[src/rtl/ex_muldiv_pkg.sv]
// Shared constants for the EX-stage multiply/divide unit: op codes, FSM encodings
// and the default datapath width.
package ex_muldiv_pkg;

    localparam int MD_WIDTH = 32;

    localparam logic [1:0] OP_MULT  = 2'b00;
    localparam logic [1:0] OP_MULTU = 2'b01;
    localparam logic [1:0] OP_DIV   = 2'b10;
    localparam logic [1:0] OP_DIVU  = 2'b11;

    localparam logic [1:0] ST_IDLE = 2'b00;
    localparam logic [1:0] ST_RUN  = 2'b01;
    localparam logic [1:0] ST_FIX  = 2'b10;

    // Even op codes are the signed variants, the high bit selects divide.
    function automatic logic op_is_signed(input logic [1:0] op);
        return ~op[0];
    endfunction

    function automatic logic op_is_div(input logic [1:0] op);
        return op[1];
    endfunction

endpackage

[src/rtl/ex_muldiv_md_step.sv]
// One iteration of the shared datapath: multiply add-and-shift on the multiplier LSB,
// or restoring divide (shift remainder:quotient left, trial subtract WIDTH+1 bits).
import ex_muldiv_pkg::*;

module md_step #(
    parameter int WIDTH = MD_WIDTH
) (
    input  logic             is_div,
    input  logic [WIDTH-1:0] acc_hi,
    input  logic [WIDTH-1:0] acc_lo,
    input  logic [WIDTH-1:0] operand,
    output logic [WIDTH-1:0] nxt_hi,
    output logic [WIDTH-1:0] nxt_lo
);

    logic [WIDTH:0] mul_sum_s;
    logic [WIDTH:0] div_shift_s;
    logic [WIDTH:0] div_trial_s;

    // Single mul or div step, selected by the latched op class.
    always_comb begin
        mul_sum_s   = {1'b0, acc_hi} + (acc_lo[0] ? {1'b0, operand} : {(WIDTH+1){1'b0}});
        div_shift_s = {acc_hi, acc_lo[WIDTH-1]};
        div_trial_s = div_shift_s - {1'b0, operand};
        nxt_hi      = acc_hi;
        nxt_lo      = acc_lo;
        if (is_div) begin
            // Non-negative trial result means the divisor fits: keep it, quotient bit 1.
            if (!div_trial_s[WIDTH]) begin
                nxt_hi = div_trial_s[WIDTH-1:0];
                nxt_lo = {acc_lo[WIDTH-2:0], 1'b1};
            end else begin
                nxt_hi = div_shift_s[WIDTH-1:0];
                nxt_lo = {acc_lo[WIDTH-2:0], 1'b0};
            end
        end else begin
            nxt_hi = mul_sum_s[WIDTH:1];
            nxt_lo = {mul_sum_s[0], acc_lo[WIDTH-1:1]};
        end
    end

endmodule

[src/rtl/ex_muldiv.sv]
// Iterative MULT/MULTU/DIV/DIVU unit owning HI/LO; signed ops run on magnitudes
// and are sign-corrected in a final FIX cycle before HI/LO are written.
import ex_muldiv_pkg::*;

module ex_muldiv #(
    parameter int WIDTH = MD_WIDTH
) (
    input  logic             clk,
    input  logic             rst,
    input  logic             i_start,
    input  logic [1:0]       i_op,
    input  logic [WIDTH-1:0] i_busA,
    input  logic [WIDTH-1:0] i_busB,
    input  logic             i_hiWr,
    input  logic             i_loWr,
    output logic [WIDTH-1:0] o_hi,
    output logic [WIDTH-1:0] o_lo,
    output logic             o_busy,
    output logic             o_done
);

    localparam int CW = $clog2(WIDTH) + 1;
    localparam logic [WIDTH-1:0]   ONE_W  = {{(WIDTH-1){1'b0}}, 1'b1};
    localparam logic [2*WIDTH-1:0] ONE_2W = {{(2*WIDTH-1){1'b0}}, 1'b1};

    logic [1:0]       state_r, state_nxt_s;
    logic [CW-1:0]    cnt_r;
    logic [WIDTH-1:0] acc_hi_r, acc_lo_r, operand_r, hi_r, lo_r;
    logic             is_div_r, neg_lo_r, neg_hi_r, busy_r, done_r;

    logic             a_neg_s, b_neg_s, div0_s;
    logic [WIDTH-1:0] a_mag_s, b_mag_s, step_hi_s, step_lo_s, fix_hi_s, fix_lo_s;
    logic [2*WIDTH-1:0] prod_s, prod_neg_s;

    md_step #(.WIDTH(WIDTH)) u_step (
        .is_div  (is_div_r),
        .acc_hi  (acc_hi_r),
        .acc_lo  (acc_lo_r),
        .operand (operand_r),
        .nxt_hi  (step_hi_s),
        .nxt_lo  (step_lo_s)
    );

    // Operand magnitudes, divide-by-zero detect and the final sign correction.
    always_comb begin
        a_neg_s    = op_is_signed(i_op) & i_busA[WIDTH-1];
        b_neg_s    = op_is_signed(i_op) & i_busB[WIDTH-1];
        a_mag_s    = a_neg_s ? (~i_busA + ONE_W) : i_busA;
        b_mag_s    = b_neg_s ? (~i_busB + ONE_W) : i_busB;
        div0_s     = op_is_div(i_op) & (i_busB == {WIDTH{1'b0}});
        prod_s     = {acc_hi_r, acc_lo_r};
        prod_neg_s = ~prod_s + ONE_2W;
        if (is_div_r) begin
            fix_hi_s = neg_hi_r ? (~acc_hi_r + ONE_W) : acc_hi_r;
            fix_lo_s = neg_lo_r ? (~acc_lo_r + ONE_W) : acc_lo_r;
        end else begin
            // Product sign applies to the full double-width value.
            fix_hi_s = neg_lo_r ? prod_neg_s[2*WIDTH-1:WIDTH] : acc_hi_r;
            fix_lo_s = neg_lo_r ? prod_neg_s[WIDTH-1:0]       : acc_lo_r;
        end
    end

    // Next-state logic for IDLE -> RUN -> FIX -> IDLE (divide by zero skips RUN).
    always_comb begin
        state_nxt_s = state_r;
        case (state_r)
            ST_IDLE: begin
                if (i_start) begin
                    state_nxt_s = div0_s ? ST_FIX : ST_RUN;
                end else begin
                    state_nxt_s = ST_IDLE;
                end
            end
            ST_RUN: begin
                if (cnt_r == CW'(1)) begin
                    state_nxt_s = ST_FIX;
                end else begin
                    state_nxt_s = ST_RUN;
                end
            end
            ST_FIX:  state_nxt_s = ST_IDLE;
            default: state_nxt_s = ST_IDLE;
        endcase
    end

    // State, iteration datapath and HI/LO registers.
    always_ff @(posedge clk) begin
        if (rst) begin
            state_r   <= ST_IDLE;
            cnt_r     <= {CW{1'b0}};
            acc_hi_r  <= {WIDTH{1'b0}};
            acc_lo_r  <= {WIDTH{1'b0}};
            operand_r <= {WIDTH{1'b0}};
            hi_r      <= {WIDTH{1'b0}};
            lo_r      <= {WIDTH{1'b0}};
            is_div_r  <= 1'b0;
            neg_lo_r  <= 1'b0;
            neg_hi_r  <= 1'b0;
            busy_r    <= 1'b0;
            done_r    <= 1'b0;
        end else begin
            state_r <= state_nxt_s;
            busy_r  <= (state_nxt_s != ST_IDLE);
            done_r  <= (state_nxt_s == ST_FIX);
            case (state_r)
                ST_IDLE: begin
                    if (i_hiWr) hi_r <= i_busA;
                    if (i_loWr) lo_r <= i_busA;
                    if (i_start) begin
                        is_div_r <= op_is_div(i_op);
                        cnt_r    <= CW'(WIDTH);
                        if (div0_s) begin
                            // Preload the architectural divide-by-zero result; FIX passes it through.
                            acc_hi_r  <= i_busA;
                            acc_lo_r  <= {WIDTH{1'b1}};
                            operand_r <= {WIDTH{1'b0}};
                            neg_lo_r  <= 1'b0;
                            neg_hi_r  <= 1'b0;
                        end else if (op_is_div(i_op)) begin
                            acc_hi_r  <= {WIDTH{1'b0}};
                            acc_lo_r  <= a_mag_s;
                            operand_r <= b_mag_s;
                            neg_lo_r  <= a_neg_s ^ b_neg_s;
                            neg_hi_r  <= a_neg_s;
                        end else begin
                            acc_hi_r  <= {WIDTH{1'b0}};
                            acc_lo_r  <= b_mag_s;
                            operand_r <= a_mag_s;
                            neg_lo_r  <= a_neg_s ^ b_neg_s;
                            neg_hi_r  <= a_neg_s ^ b_neg_s;
                        end
                    end
                end
                ST_RUN: begin
                    acc_hi_r <= step_hi_s;
                    acc_lo_r <= step_lo_s;
                    cnt_r    <= cnt_r - CW'(1);
                end
                ST_FIX: begin
                    hi_r <= fix_hi_s;
                    lo_r <= fix_lo_s;
                end
                default: begin
                    cnt_r <= {CW{1'b0}};
                end
            endcase
        end
    end

    assign o_hi   = hi_r;
    assign o_lo   = lo_r;
    assign o_busy = busy_r;
    assign o_done = done_r;

endmodule

[config.mk]
export PLATFORM = sky130hd
export DESIGN_NAME = ex_muldiv
export DESIGN_NICKNAME = d
export VERILOG_FILES = /design/src/rtl/ex_muldiv_pkg.sv /design/src/rtl/ex_muldiv_md_step.sv /design/src/rtl/ex_muldiv.sv
export SDC_FILE = /design/constraint.sdc
export NUM_CORES = 1
export LEC_CHECK = 0
export CAP_MARGIN = 20
export CORE_MARGIN = 3
export CORE_UTILIZATION = 34
export CTS_CLUSTER_SIZE = 24
export DETAILED_ROUTE_END_ITERATION = 12
export SYNTH_ARGS = -nofsm -noshare
export SYNTH_HDL_FRONTEND = slang
export SYNTH_SLANG_ARGS = --single-unit
[constraint.sdc]
create_clock -name clk -period 4.5 [get_ports clk]
set_input_delay 1.125 -clock clk [delete_from_list [all_inputs] [get_ports clk]]
set_output_delay 1.125 -clock clk [all_outputs]
set_load 0.02 [all_outputs]
==> impl_metrics.env <==
export IMPL_placedCellCount=2705
export IMPL_cp_max_fo=32
export IMPL_yosys_top_cells_count="nor2_1 (262), a21oi_1 (231), dfxtp_1 (173)"
export IMPL_crit_top_cell="a211oi_1"
export IMPL_cts_clk_slew_worst_paths_ps=70
export IMPL_die_h_um=215.7
export IMPL_initial_core_util_pct=34.55
export IMPL_crit_type="reg -> reg"
export IMPL_pwr_share_seq_pct=29.1
export IMPL_worst_pin_slew_ps=1081
export IMPL_ant_nets=0
export IMPL_synth_distinct_cells=90
export IMPL_internal_power_mw=3.784
export IMPL_wirelength_um=67260
export IMPL_antenna_found_initial=0
export IMPL_synth_ff_type="dfxtp_1"
export IMPL_startpoint_type="flip-flop"
export IMPL_ir_worst_vdd_mv=0.3235
export IMPL_yosysTopAreaCell="dfxtp_1"
export IMPL_yosysMostFrequentCell="nor2_1"
export IMPL_hold_buffers=0
export IMPL_max_freq_ghz=0.2537
export IMPL_rows=76
export IMPL_htreeDepth=4
export IMPL_pwr_share_clk_pct=22.4
export IMPL_cts_made_buffers=17
export IMPL_synth_nets=2182
export IMPL_skew_ps=13.16
export IMPL_cts_sinks=173
export IMPL_p_switching_mw=3.100
export IMPL_drc=0
export IMPL_fin_crit_sh_pct=87.59
export IMPL_synth_edf_count=0
export IMPL_dpl_hpwl_um=52540
export IMPL_reg2reg_depth=13
export IMPL_n_antenna_cell=0
export IMPL_r2r_slack_ps=560
export IMPL_cts_root_buf="clkbuf_16"
export IMPL_fin_tns_setup_ps=0
export IMPL_async_reset_ff_share_pct=0
export IMPL_final_cells=2738
export IMPL_timing_rr_end="acc_hi_r[30]"
export IMPL_crit_path_cell_trace="clkinv_1 -> buf_4 -> nor2_1 -> ha_1 -> a211oi_1 -> o21bai_1 -> a22oi_1 -> o211ai_1 -> o31a_1 -> a311o_1 -> a221oi_1 -> xor2_1 -> a211oi_1"
export IMPL_fp_dieW_um=215.7
export IMPL_holdWs_ps=456.3
export IMPL_cp_end_kind="flip-flop"
export IMPL_hold_violations=0
export IMPL_drt_first_pass_iters=5
export IMPL_post_cts_buffers=0
export IMPL_clk_latency_ps=460
export IMPL_synth_top_area_share_pct=23.17
export IMPL_ctsResizeCount=0
export IMPL_gp_congestion=0.9727
export IMPL_setup_ws_ps=558.6
export IMPL_finalCriticalPeriod_ps=3941
export IMPL_slew_violations=0
export IMPL_place_ws_ps=180.9
export IMPL_pwr_share_comb_pct=48.5
export IMPL_ys_seq_area_share_pct=23.17
export IMPL_arrival_ps=4310
export IMPL_ys_seq_elements=173
export IMPL_syn_area_um2=14950
export IMPL_io_buffers=136
export IMPL_max_cap_violations=0
export IMPL_drt_initial_drc_count=2162
export IMPL_power_mw=6.884
export IMPL_max_clock_path_buffers=2
export IMPL_cp_top_family="compound AO/OA/AOI/OAI gates"
export IMPL_crit_required_ps=4870
export IMPL_die_area_um2=46520
export IMPL_grt_max_degree=91
export IMPL_syn_inst=2039
export IMPL_holdPathStages=2
export IMPL_core_um2=43270
export IMPL_drive_gt1_share_pct=9.104
export IMPL_r2r_start="acc_lo_r[0]"
export IMPL_avgRoutedWirePerCell_um=24.56
export IMPL_cts_tree="built"
export IMPL_grt_pass1_vias=15108
export IMPL_rsz0062_at_grt="no"
export IMPL_status="complete, no violations"
export IMPL_multi_input_area_um2=10740
export IMPL_synth_area_top_cells="dfxtp_1 (23%), a21oi_1 (7.7%), nor2_1 (6.6%)"
export IMPL_area_delta_synth_final_pct=18.80
export IMPL_setup_viol_count_final=0
export IMPL_seq_area_um2=3465
export IMPL_grt_pass1_wl_um=98330
export IMPL_overflow=0
export IMPL_path_buf_inv=2
export IMPL_dr_total_vias=16542
export IMPL_hold_path_class="reg -> reg"
export IMPL_yosys_warnings=0
export IMPL_filler_cell_count=4525
export IMPL_switching_share_pct=45.04
export IMPL_max_stage_delay_ps=450
export IMPL_grt_use_total_pct=27.76
export IMPL_final_nets=2283
export IMPL_crit_path_top_delay_cell="dfxtp_1"
export IMPL_vias_per_cell=6.042
export IMPL_p_per_area_nw_per_um2=387.6
export IMPL_leakage_nw=6.764
export IMPL_avgSynthCellArea_um2=7.332
export IMPL_io_pins=137
export IMPL_min_from="o_lo[1]"
export IMPL_hold_end="o_lo[1]"
export IMPL_relSlewSlack_pct=27.75
## area by class of cell
| cell class | count | share of cell area [%] |
|---|---|---|
| multi-input cells | 1666 | 60.44 |
| well taps | 585 | 4.121 |
| clock inverters | 14 | 0.8453 |
| flip-flops and latches | 173 | 19.51 |
| clock buffers | 18 | 2.416 |
| repair buffers | 223 | 11.43 |
| inverters | 59 | 1.247 |
## metal layers
metal,track usage (%),share of wire (%),routed length (um),vias up
li1,-,-,-,7678
met1,39.93,44,29860,7825
met2,40.49,41,27760,909
met3,6.041,11,7095,130
met4,10.27,3.8,2544,0
met5,0,0,0,-
## layout by cell type, fill, tap and decap left out, drive strengths merged, types with 14 or more instances in the layout
| cell type | Yosys | routed |
|---|---|---|
| and3 | 14 | 14 |
| xor2 | 90 | 90 |
| buf | 24 | 89 |
| mux2 | 24 | 24 |
| a221oi | 19 | 19 |
| dfxtp | 173 | 173 |
| xnor2 | 78 | 78 |
| mux2i | 27 | 27 |
| inv | 57 | 65 |
| nor2 | 262 | 262 |
| or3 | 22 | 22 |
| a21oi | 231 | 231 |
| o211ai | 29 | 29 |
| ha | 70 | 70 |
| a21o | 26 | 26 |
| clkdlybuf4s50 | 0 | 134 |
| a311oi | 16 | 16 |
| nor4 | 21 | 21 |
| nor3 | 71 | 71 |
| o22ai | 28 | 28 |
| clkbuf | 117 | 18 |
| nand2 | 167 | 167 |
| a211oi | 48 | 48 |
| o21ai | 167 | 167 |
| nand3 | 19 | 19 |
| o31ai | 19 | 19 |
| nand2b | 20 | 20 |
## registers in the layout, indices dropped and copies added (netlist names)
name and flops:
acc_hi_r 32, acc_lo_r 32, o_hi 32, o_lo 32, operand_r 32, cnt_r 6, state_r 2, is_div_r 1
neg_hi_r 1, neg_lo_r 1, o_busy 1, o_done 1
## logic make-up after synthesis
| family | Yosys count | share of synthesized area [%] |
|---|---|---|
| flops | 173 | 23.17 |
| simple gates | 664 | 21.30 |
| fa+ha+maj | 72 | 6.126 |
| buf+inv | 200 | 5.373 |
| mux | 51 | 3.666 |
| xor+xnor | 168 | 9.842 |
| compound gates | 711 | 30.53 |
## worst max-delay path by stage
stage | startpoint | end | cells after the start
CTS | acc_lo_r[0] | acc_hi_r[30] | 13
finish | acc_lo_r[0] | acc_hi_r[30] | 13
global placement | i_busB[3] | acc_hi_r[21] | 11
detailed placement | i_busB[17] | acc_hi_r[31] | 9
global route | acc_lo_r[0] | acc_hi_r[30] | 13
floorplan | i_busA[8] | operand_r[27] | 9
## power by group through the flow
stage / Clock, mW / Sequential (mW) / Combinational (mW)
6_report: 1.54 / 2.00 / 3.34
5_1_grt: 1.61 / 2.02 / 3.60
4_1_cts: 1.55 / 1.98 / 3.28
3_5_place_dp: 0 / 2.02 / 3.26
3_3_place_gp: 0 / 2.01 / 3.25
2_1_floorplan: 0 / 1.96 / 2.17
## metrics by stage
step	util (%)	cell area [um2]
finish	41.05	17760
detailed placement	39.70	17180
floorplan	-	14950
global placement	39.70	17180
CTS	41.04	17760
global route	41.05	17760
## worst reg2reg max path, cell delays in order (launching register included)
cell	delay, ps
dfxtp_1	450
clkinv_1	180
buf_4	290
nor2_1	170
ha_1	300
a211oi_1	390
o21bai_1	180
a22oi_1	340
o211ai_1	180
o31a_1	360
a311o_1	350
a221oi_1	340
xor2_1	120
a211oi_1	230
No activity file was read; power rests on OpenSTA's default activity.
